**config.mk**
```make
export PLATFORM = sky130hd
export DESIGN_NAME = hls_test1_sched
export DESIGN_NICKNAME = d
export VERILOG_FILES = /design/src/rtl/hls_sched_pkg.sv /design/src/rtl/hls_test1_sched_mul.sv /design/src/rtl/hls_test1_sched.sv
export SDC_FILE = /design/constraint.sdc
export NUM_CORES = 1
export LEC_CHECK = 0
export CELL_PAD_IN_SITES_DETAIL_PLACEMENT = 2
export CELL_PAD_IN_SITES_GLOBAL_PLACEMENT = 2
export CORE_ASPECT_RATIO = 0.75
export CORE_MARGIN = 2
export CORE_UTILIZATION = 40
export DETAILED_ROUTE_END_ITERATION = 7
export PLACE_DENSITY_LB_ADDON = 0.12
export SLEW_MARGIN = 10
export SYNTH_ARGS = -nofsm -noshare
export SYNTH_HDL_FRONTEND = slang
export SYNTH_SLANG_ARGS = --single-unit
```
**constraint.sdc**
```tcl
create_clock -name Clk -period 16.5 [get_ports Clk]
set_clock_uncertainty 0.2 [all_clocks]
set_input_delay 2.475 -clock Clk [delete_from_list [all_inputs] [get_ports Clk]]
set_output_delay 2.475 -clock Clk [all_outputs]
set_load 0.02 [all_outputs]
```
**src/rtl/hls_sched_pkg.sv**
```systemverilog
// Shared encodings and default widths for the resource-constrained hls_test1 controller.
package hls_sched_pkg;

    localparam int DATAWIDTH_DEF = 16;
    localparam int ZWIDTH_DEF    = 8;
    localparam int MUL_LAT_DEF   = 2;

    typedef enum logic [2:0] {
        ST_WAIT  = 3'd0,
        ST_S1    = 3'd1,
        ST_S2    = 3'd2,
        ST_S3    = 3'd3,
        ST_S4    = 3'd4,
        ST_S5    = 3'd5,
        ST_FINAL = 3'd6
    } state_t;

    typedef enum logic [1:0] {
        ALU_NOP = 2'd0,
        ALU_ADD = 2'd1,
        ALU_SUB = 2'd2,
        ALU_GT  = 2'd3
    } alu_op_t;

endpackage

```
**src/rtl/hls_test1_sched_mul.sv**
```systemverilog
// Pipelined unsigned multiplier: product truncated to DATAWIDTH bits, valid travels
// alongside the data so the controller can tell when the result has arrived.
module hls_mul_pipe #(
    parameter int DATAWIDTH = 16,
    parameter int MUL_LAT   = 2
) (
    input  logic                 clk,
    input  logic                 rst,
    input  logic                 in_valid,
    input  logic [DATAWIDTH-1:0] in_a,
    input  logic [DATAWIDTH-1:0] in_b,
    output logic                 out_valid,
    output logic [DATAWIDTH-1:0] out_p
);

    logic [DATAWIDTH-1:0] p_pipe [MUL_LAT];
    logic [MUL_LAT-1:0]   v_pipe;

    // Product/valid shift chain; reset flushes any operation in flight
    always_ff @(posedge clk) begin
        if (rst) begin
            v_pipe <= '0;
            for (int i = 0; i < MUL_LAT; i++) begin
                p_pipe[i] <= '0;
            end
        end else begin
            v_pipe[0] <= in_valid;
            p_pipe[0] <= in_a * in_b;
            for (int i = 1; i < MUL_LAT; i++) begin
                v_pipe[i] <= v_pipe[i-1];
                p_pipe[i] <= p_pipe[i-1];
            end
        end
    end

    assign out_valid = v_pipe[MUL_LAT-1];
    assign out_p     = p_pipe[MUL_LAT-1];

endmodule

```
**src/rtl/hls_test1_sched.sv**
```systemverilog
// FSMD computing z=(d>e)?d:e (low bits) and x=a*c-d with one shared ALU and one
// pipelined multiplier; Start/Done handshake matches the unscheduled hls_test1 block.
module hls_test1_sched
    import hls_sched_pkg::*;
#(
    parameter int DATAWIDTH = DATAWIDTH_DEF,
    parameter int ZWIDTH    = ZWIDTH_DEF,
    parameter int MUL_LAT   = MUL_LAT_DEF
) (
    input  logic                 Clk,
    input  logic                 Rst,
    input  logic                 Start,
    input  logic [DATAWIDTH-1:0] a,
    input  logic [DATAWIDTH-1:0] b,
    input  logic [DATAWIDTH-1:0] c,
    output logic                 Done,
    output logic [ZWIDTH-1:0]    z,
    output logic [DATAWIDTH-1:0] x
);

    state_t               state;
    logic [DATAWIDTH-1:0] ra, rb, rc, d, e, f;
    logic                 g;
    logic                 f_valid;

    alu_op_t              alu_op;
    logic [DATAWIDTH-1:0] alu_a, alu_b, alu_res;
    logic                 alu_gt;

    logic                 mul_in_valid;
    logic                 mul_out_valid;
    logic [DATAWIDTH-1:0] mul_p;

    assign mul_in_valid = (state == ST_S1);

    hls_mul_pipe #(
        .DATAWIDTH (DATAWIDTH),
        .MUL_LAT   (MUL_LAT)
    ) u_mul (
        .clk       (Clk),
        .rst       (Rst),
        .in_valid  (mul_in_valid),
        .in_a      (ra),
        .in_b      (rc),
        .out_valid (mul_out_valid),
        .out_p     (mul_p)
    );

    // ALU operand/op selection: exactly one operation per computing state
    always_comb begin
        alu_op = ALU_NOP;
        alu_a  = '0;
        alu_b  = '0;
        case (state)
            ST_S1:   begin alu_op = ALU_ADD; alu_a = ra; alu_b = rb; end
            ST_S2:   begin alu_op = ALU_ADD; alu_a = ra; alu_b = rc; end
            ST_S3:   begin alu_op = ALU_GT;  alu_a = d;  alu_b = e;  end
            ST_S5:   begin alu_op = ALU_SUB; alu_a = f;  alu_b = d;  end
            default: begin alu_op = ALU_NOP; alu_a = '0; alu_b = '0; end
        endcase
    end

    // Shared ALU; a>b is the borrow out of b-a, so a tie yields 0
    always_comb begin
        alu_res = '0;
        alu_gt  = 1'b0;
        case (alu_op)
            ALU_ADD: alu_res = alu_a + alu_b;
            ALU_SUB: alu_res = alu_a - alu_b;
            ALU_GT:  {alu_gt, alu_res} = {1'b0, alu_b} - {1'b0, alu_a};
            default: begin
                alu_res = '0;
                alu_gt  = 1'b0;
            end
        endcase
    end

    // Controller and datapath registers
    always_ff @(posedge Clk) begin
        if (Rst) begin
            state   <= ST_WAIT;
            Done    <= 1'b0;
            z       <= '0;
            x       <= '0;
            ra      <= '0;
            rb      <= '0;
            rc      <= '0;
            d       <= '0;
            e       <= '0;
            f       <= '0;
            g       <= 1'b0;
            f_valid <= 1'b0;
        end else begin
            Done <= 1'b0;
            // The product can land in any state; remember that it has arrived
            if (mul_out_valid) begin
                f       <= mul_p;
                f_valid <= 1'b1;
            end
            case (state)
                ST_WAIT: begin
                    if (Start) begin
                        ra    <= a;
                        rb    <= b;
                        rc    <= c;
                        state <= ST_S1;
                    end else begin
                        state <= ST_WAIT;
                    end
                end
                ST_S1: begin
                    d     <= alu_res;
                    state <= ST_S2;
                end
                ST_S2: begin
                    e     <= alu_res;
                    state <= ST_S3;
                end
                ST_S3: begin
                    g     <= alu_gt;
                    state <= ST_S4;
                end
                ST_S4: begin
                    z <= g ? d[ZWIDTH-1:0] : e[ZWIDTH-1:0];
                    if (mul_out_valid || f_valid) begin
                        state <= ST_S5;
                    end else begin
                        state <= ST_S4;
                    end
                end
                ST_S5: begin
                    x     <= alu_res;
                    state <= ST_FINAL;
                end
                ST_FINAL: begin
                    Done    <= 1'b1;
                    f_valid <= 1'b0;
                    state   <= ST_WAIT;
                end
                default: begin
                    state <= ST_WAIT;
                end
            endcase
        end
    end

endmodule

```
==> results_dict.tcl <==
set metrics [dict create \
    ir_drop_v 0.00006204 \
    cts_tree "yes" \
    hold_path_end "u_mul.p_pipe[1][10]$_SDFF_PP0_" \
    crit_type "flop to flop" \
    synth_fp_nets 1640 \
    die_w_um 204.6 \
    status "finished clean" \
    initial_core_util_pct 40.33 \
    grt_pass1_wl_um 66940 \
    grt_max_degree 103 \
    finalSetupTns_ns 0 \
    max_stage_delay_ns 0.82 \
    synthArstFlopShare_pct 0 \
    io_buffers 75 \
    postCtsHoldBufs 0 \
    dr.pass1.iters 5 \
    tightest_slew_ns 1.211 \
    drtAntennaViolNets 0 \
    synth_edf_count 0 \
    worstPathCellList "nand2_1, fa_1, fa_1, inv_1, fa_1, fa_1, inv_1, fa_1, fa_1, xor2_1, xnor2_1, xnor2_1, xnor2_1, xnor2_1, xnor2_1, and3b_1, nor3_1" \
    clock.fmax_mhz 170.5 \
    h-tree-depth 4 \
    power-per-cell-area_mw_per_mm2 92.33 \
    ys_ff_latch 160 \
    hold_viol 0 \
    fillers 3344 \
    overflow 0 \
    cts_resized 0 \
    fin_util_pct 45.42 \
    die_area_mm2 0.03160 \
    areaGrowthSynthToFinish_pct 12.63 \
    cap_violations 0 \
    postCtsSetupBuffers 0 \
    worst_slack_ns 10.64 \
    min_from "u_mul.p_pipe[0][10]$_SDFF_PP0_" \
    antenna_found_initial 2 \
    grt_pass1_vias 11141 \
    endpoint_kind "flop" \
    crit_path_top_delay_cell "dfxtp_1" \
    dp_hpwl_um 32790 \
    core-area_mm2 0.02994 \
    hp-class "flop to flop" \
    setup_violations 0 \
    vias_per_cell 5.543 \
    total_power_mw 1.255 \
    die_height_um 154.4 \
    relSlewSlack_pct 19.26 \
    pre_cts_slack_ns 10.68 \
    cp_common_cell "fa_1" \
    rsz0062_at_grt "false" \
    wirelength_um 43430 \
    rows 55 \
    slew_violations 0 \
    clockBufferDepth 2 \
    worstSkewPairLatency_ns 0.47 \
    synthCells 1424 \
    drtIter0Drc 736 \
    path_max_fanout 16 \
    multi_input_area_mm2 0.007956 \
    seq_area_frac_synth_pct 26.53 \
    ys.warnings.count 0 \
    cp.arrival_ns 6.04 \
    pin_count 76 \
    crit_path_start_kind "flop" \
    root_buffer "clkbuf_16" \
    vias 10282 \
    clk_pin_slew_ns 0.09 \
    hold_depth 1 \
    period_minus_slack_ns 5.864 \
    ys_types 72 \
    syn_avg_cell_area_um2 8.477 \
    reg2reg_slack_ns 10.64 \
    avgRoutedWirePerCell_um 23.41 \
    numCtsBuffers 17 \
    register_area_mm2 0.003203 \
    place.gp.congestion 0.8616 \
    clock_sinks 160 \
    required_ns 16.67 \
    nets 1658 \
    period_share_pct 35.54 \
    drive_gt1_share_pct 4.948 \
    post-route-drc-count 0 \
    synth_ff_type "dfxtp_1" \
    timing.rr.end "u_mul.p_pipe[0][15]$_SDFF_PP0_" \
    crit_path_start "rc[2]$_SDFFE_PP0P_" \
    rr_worst_depth 17 \
    netlist_area_mm2 0.01207 \
    grt_usage_pct 28.25 \
    r2r_start "rc[2]$_SDFFE_PP0P_" \
    leakage_nw 5.628 \
]
[placed cells by master, fill, tap and decap left out, types with 3 or more instances in the layout]
cell               n
o21ai_0           29
a211oi_1          52
a31o_2             3
nand4_1            4
a21o_1            14
clkdlybuf4s50_1   74
o211ai_2           4
inv_8              4
o21bai_1           6
a22oi_1           31
xnor2_1           53
inv_6              5
or3_1              5
nand2b_1           5
a22o_1             7
fa_1              82
mux2i_1           35
o31ai_1            3
nand2_1          199
ha_1              83
o21a_1            21
nor2_1           103
nand4b_1           4
a31oi_1           11
nand3_2            3
a32oi_1            4
a21oi_1           81
inv_1            148
clkbuf_16         17
nand3_1            5
nand4bb_1          3
nor2b_1           31
buf_4              7
dfxtp_1          160
nor3_1            13
xor2_1            20
and2_1            72
[critical path, delay by kind of cell, from the launching register on]
family	cells	cell delay, ns
flops	1	0.82
buf+inv	2	0.12
fa+ha+maj	6	2.88
xor+xnor	6	1.17
simple gates	3	0.59
[layer usage]
layer	part of all wire [%]	wire length (µm)	GRT usage, %	up-vias
li1	-	-	-	4752
met1	49	21090	40.37	5251
met2	43	18820	42.07	220
met3	6.0	2603	6.553	59
met4	2.1	921	8.730	0
met5	0	0	0	-
[sequential cells by signal, summed over array words and instances (netlist names)]
register      flops
state             3
ra               16
f_valid           1
e                16
g                 1
d                16
x                16
u_mul.v_pipe      2
rc               16
Done              1
u_mul.p_pipe     32
rb               16
z                 8
f                16
[cell families (layout without fill, tap and decap cells)]
logic type	after synthesis	count (layout)	share of synthesized area, %
buf+inv	231	262	7.660
flops	160	160	26.53
mux	38	38	3.182
fa+ha+maj	165	165	22.20
other cells	0	1	0
compound gates	294	294	16.79
xor+xnor	74	74	5.504
simple gates	462	462	18.13
[Yosys cell counts (3+ instances only)]
cell type	number	area, µm²
a22o_1	7	61.31
nand4bb_1	3	33.78
nand4b_1	4	35.03
o21ai_0	29	145.1
dfxtp_1	160	3203
and2_1	72	450.4
buf_2	6	30.03
nor2_1	105	394.1
a32oi_1	4	35.03
nand3_1	6	30.03
xnor2_1	53	464.2
buf_1	5	18.77
o31ai_1	3	22.52
nand2b_1	5	31.28
o211ai_2	4	50.05
mux2i_1	35	350.3
o21a_1	21	157.7
fa_1	82	1642
a211oi_1	52	390.4
nand4_1	4	25.02
a21o_1	14	105.1
a21oi_1	81	405.4
buf_6	4	45.04
o21bai_1	6	45.04
nor3_1	13	65.06
ha_1	83	1039
inv_1	148	555.5
or3_1	5	31.28
nand2_1	199	747.0
xor2_1	20	175.2
a22oi_1	31	232.7
a31oi_1	11	68.82
nor2b_1	31	193.9
a31o_2	3	26.28
clkbuf_1	65	244.0
[power breakdown]
group | switching, mW | internal [mW]
registers | 0.0412 | 0.410
logic | 0.245 | 0.153
clock network | 0.203 | 0.203
total | 0.489 | 0.766
[per-stage QoR]
stage / area, µm² / cells / hold slack, ns
after global routing: 13590 / 1854 / 0.2577
after CTS: 13590 / 1854 / 0.2497
after detailed placement: 13010 / 1822 / 0.2291
final: 13600 / 1855 / 0.2427
after global placement: 13010 / 1822 / 0.2207
after floorplan: 12070 / 1424 / 0.2138
[final cells by class]
cell class / count / area share, %
Antenna cell: 1 / 0.01840
Clock buffer: 17 / 3.129
Clock inverter: 15 / 1.159
Inverter: 149 / 4.113
Multi-Input combinational cell: 1033 / 58.52
Sequential cell: 160 / 23.56
Tap cell: 399 / 3.672
Timing Repair Buffer: 81 / 5.834
[how the worst max path moves through the flow]
stage | to | slack (ns) | depth (start not counted)
5_1_grt | u_mul.p_pipe[0][14]$_SDFF_PP0_ | 10.40 | 15
4_1_cts | u_mul.p_pipe[0][15]$_SDFF_PP0_ | 10.67 | 17
3_3_place_gp | u_mul.p_pipe[0][14]$_SDFF_PP0_ | 10.91 | 15
2_1_floorplan | u_mul.p_pipe[0][14]$_SDFF_PP0_ | 11.24 | 16
6_report | u_mul.p_pipe[0][15]$_SDFF_PP0_ | 10.64 | 17
3_5_place_dp | u_mul.p_pipe[0][15]$_SDFF_PP0_ | 10.68 | 17
Note: power is estimated with default switching activity, not from simulation.
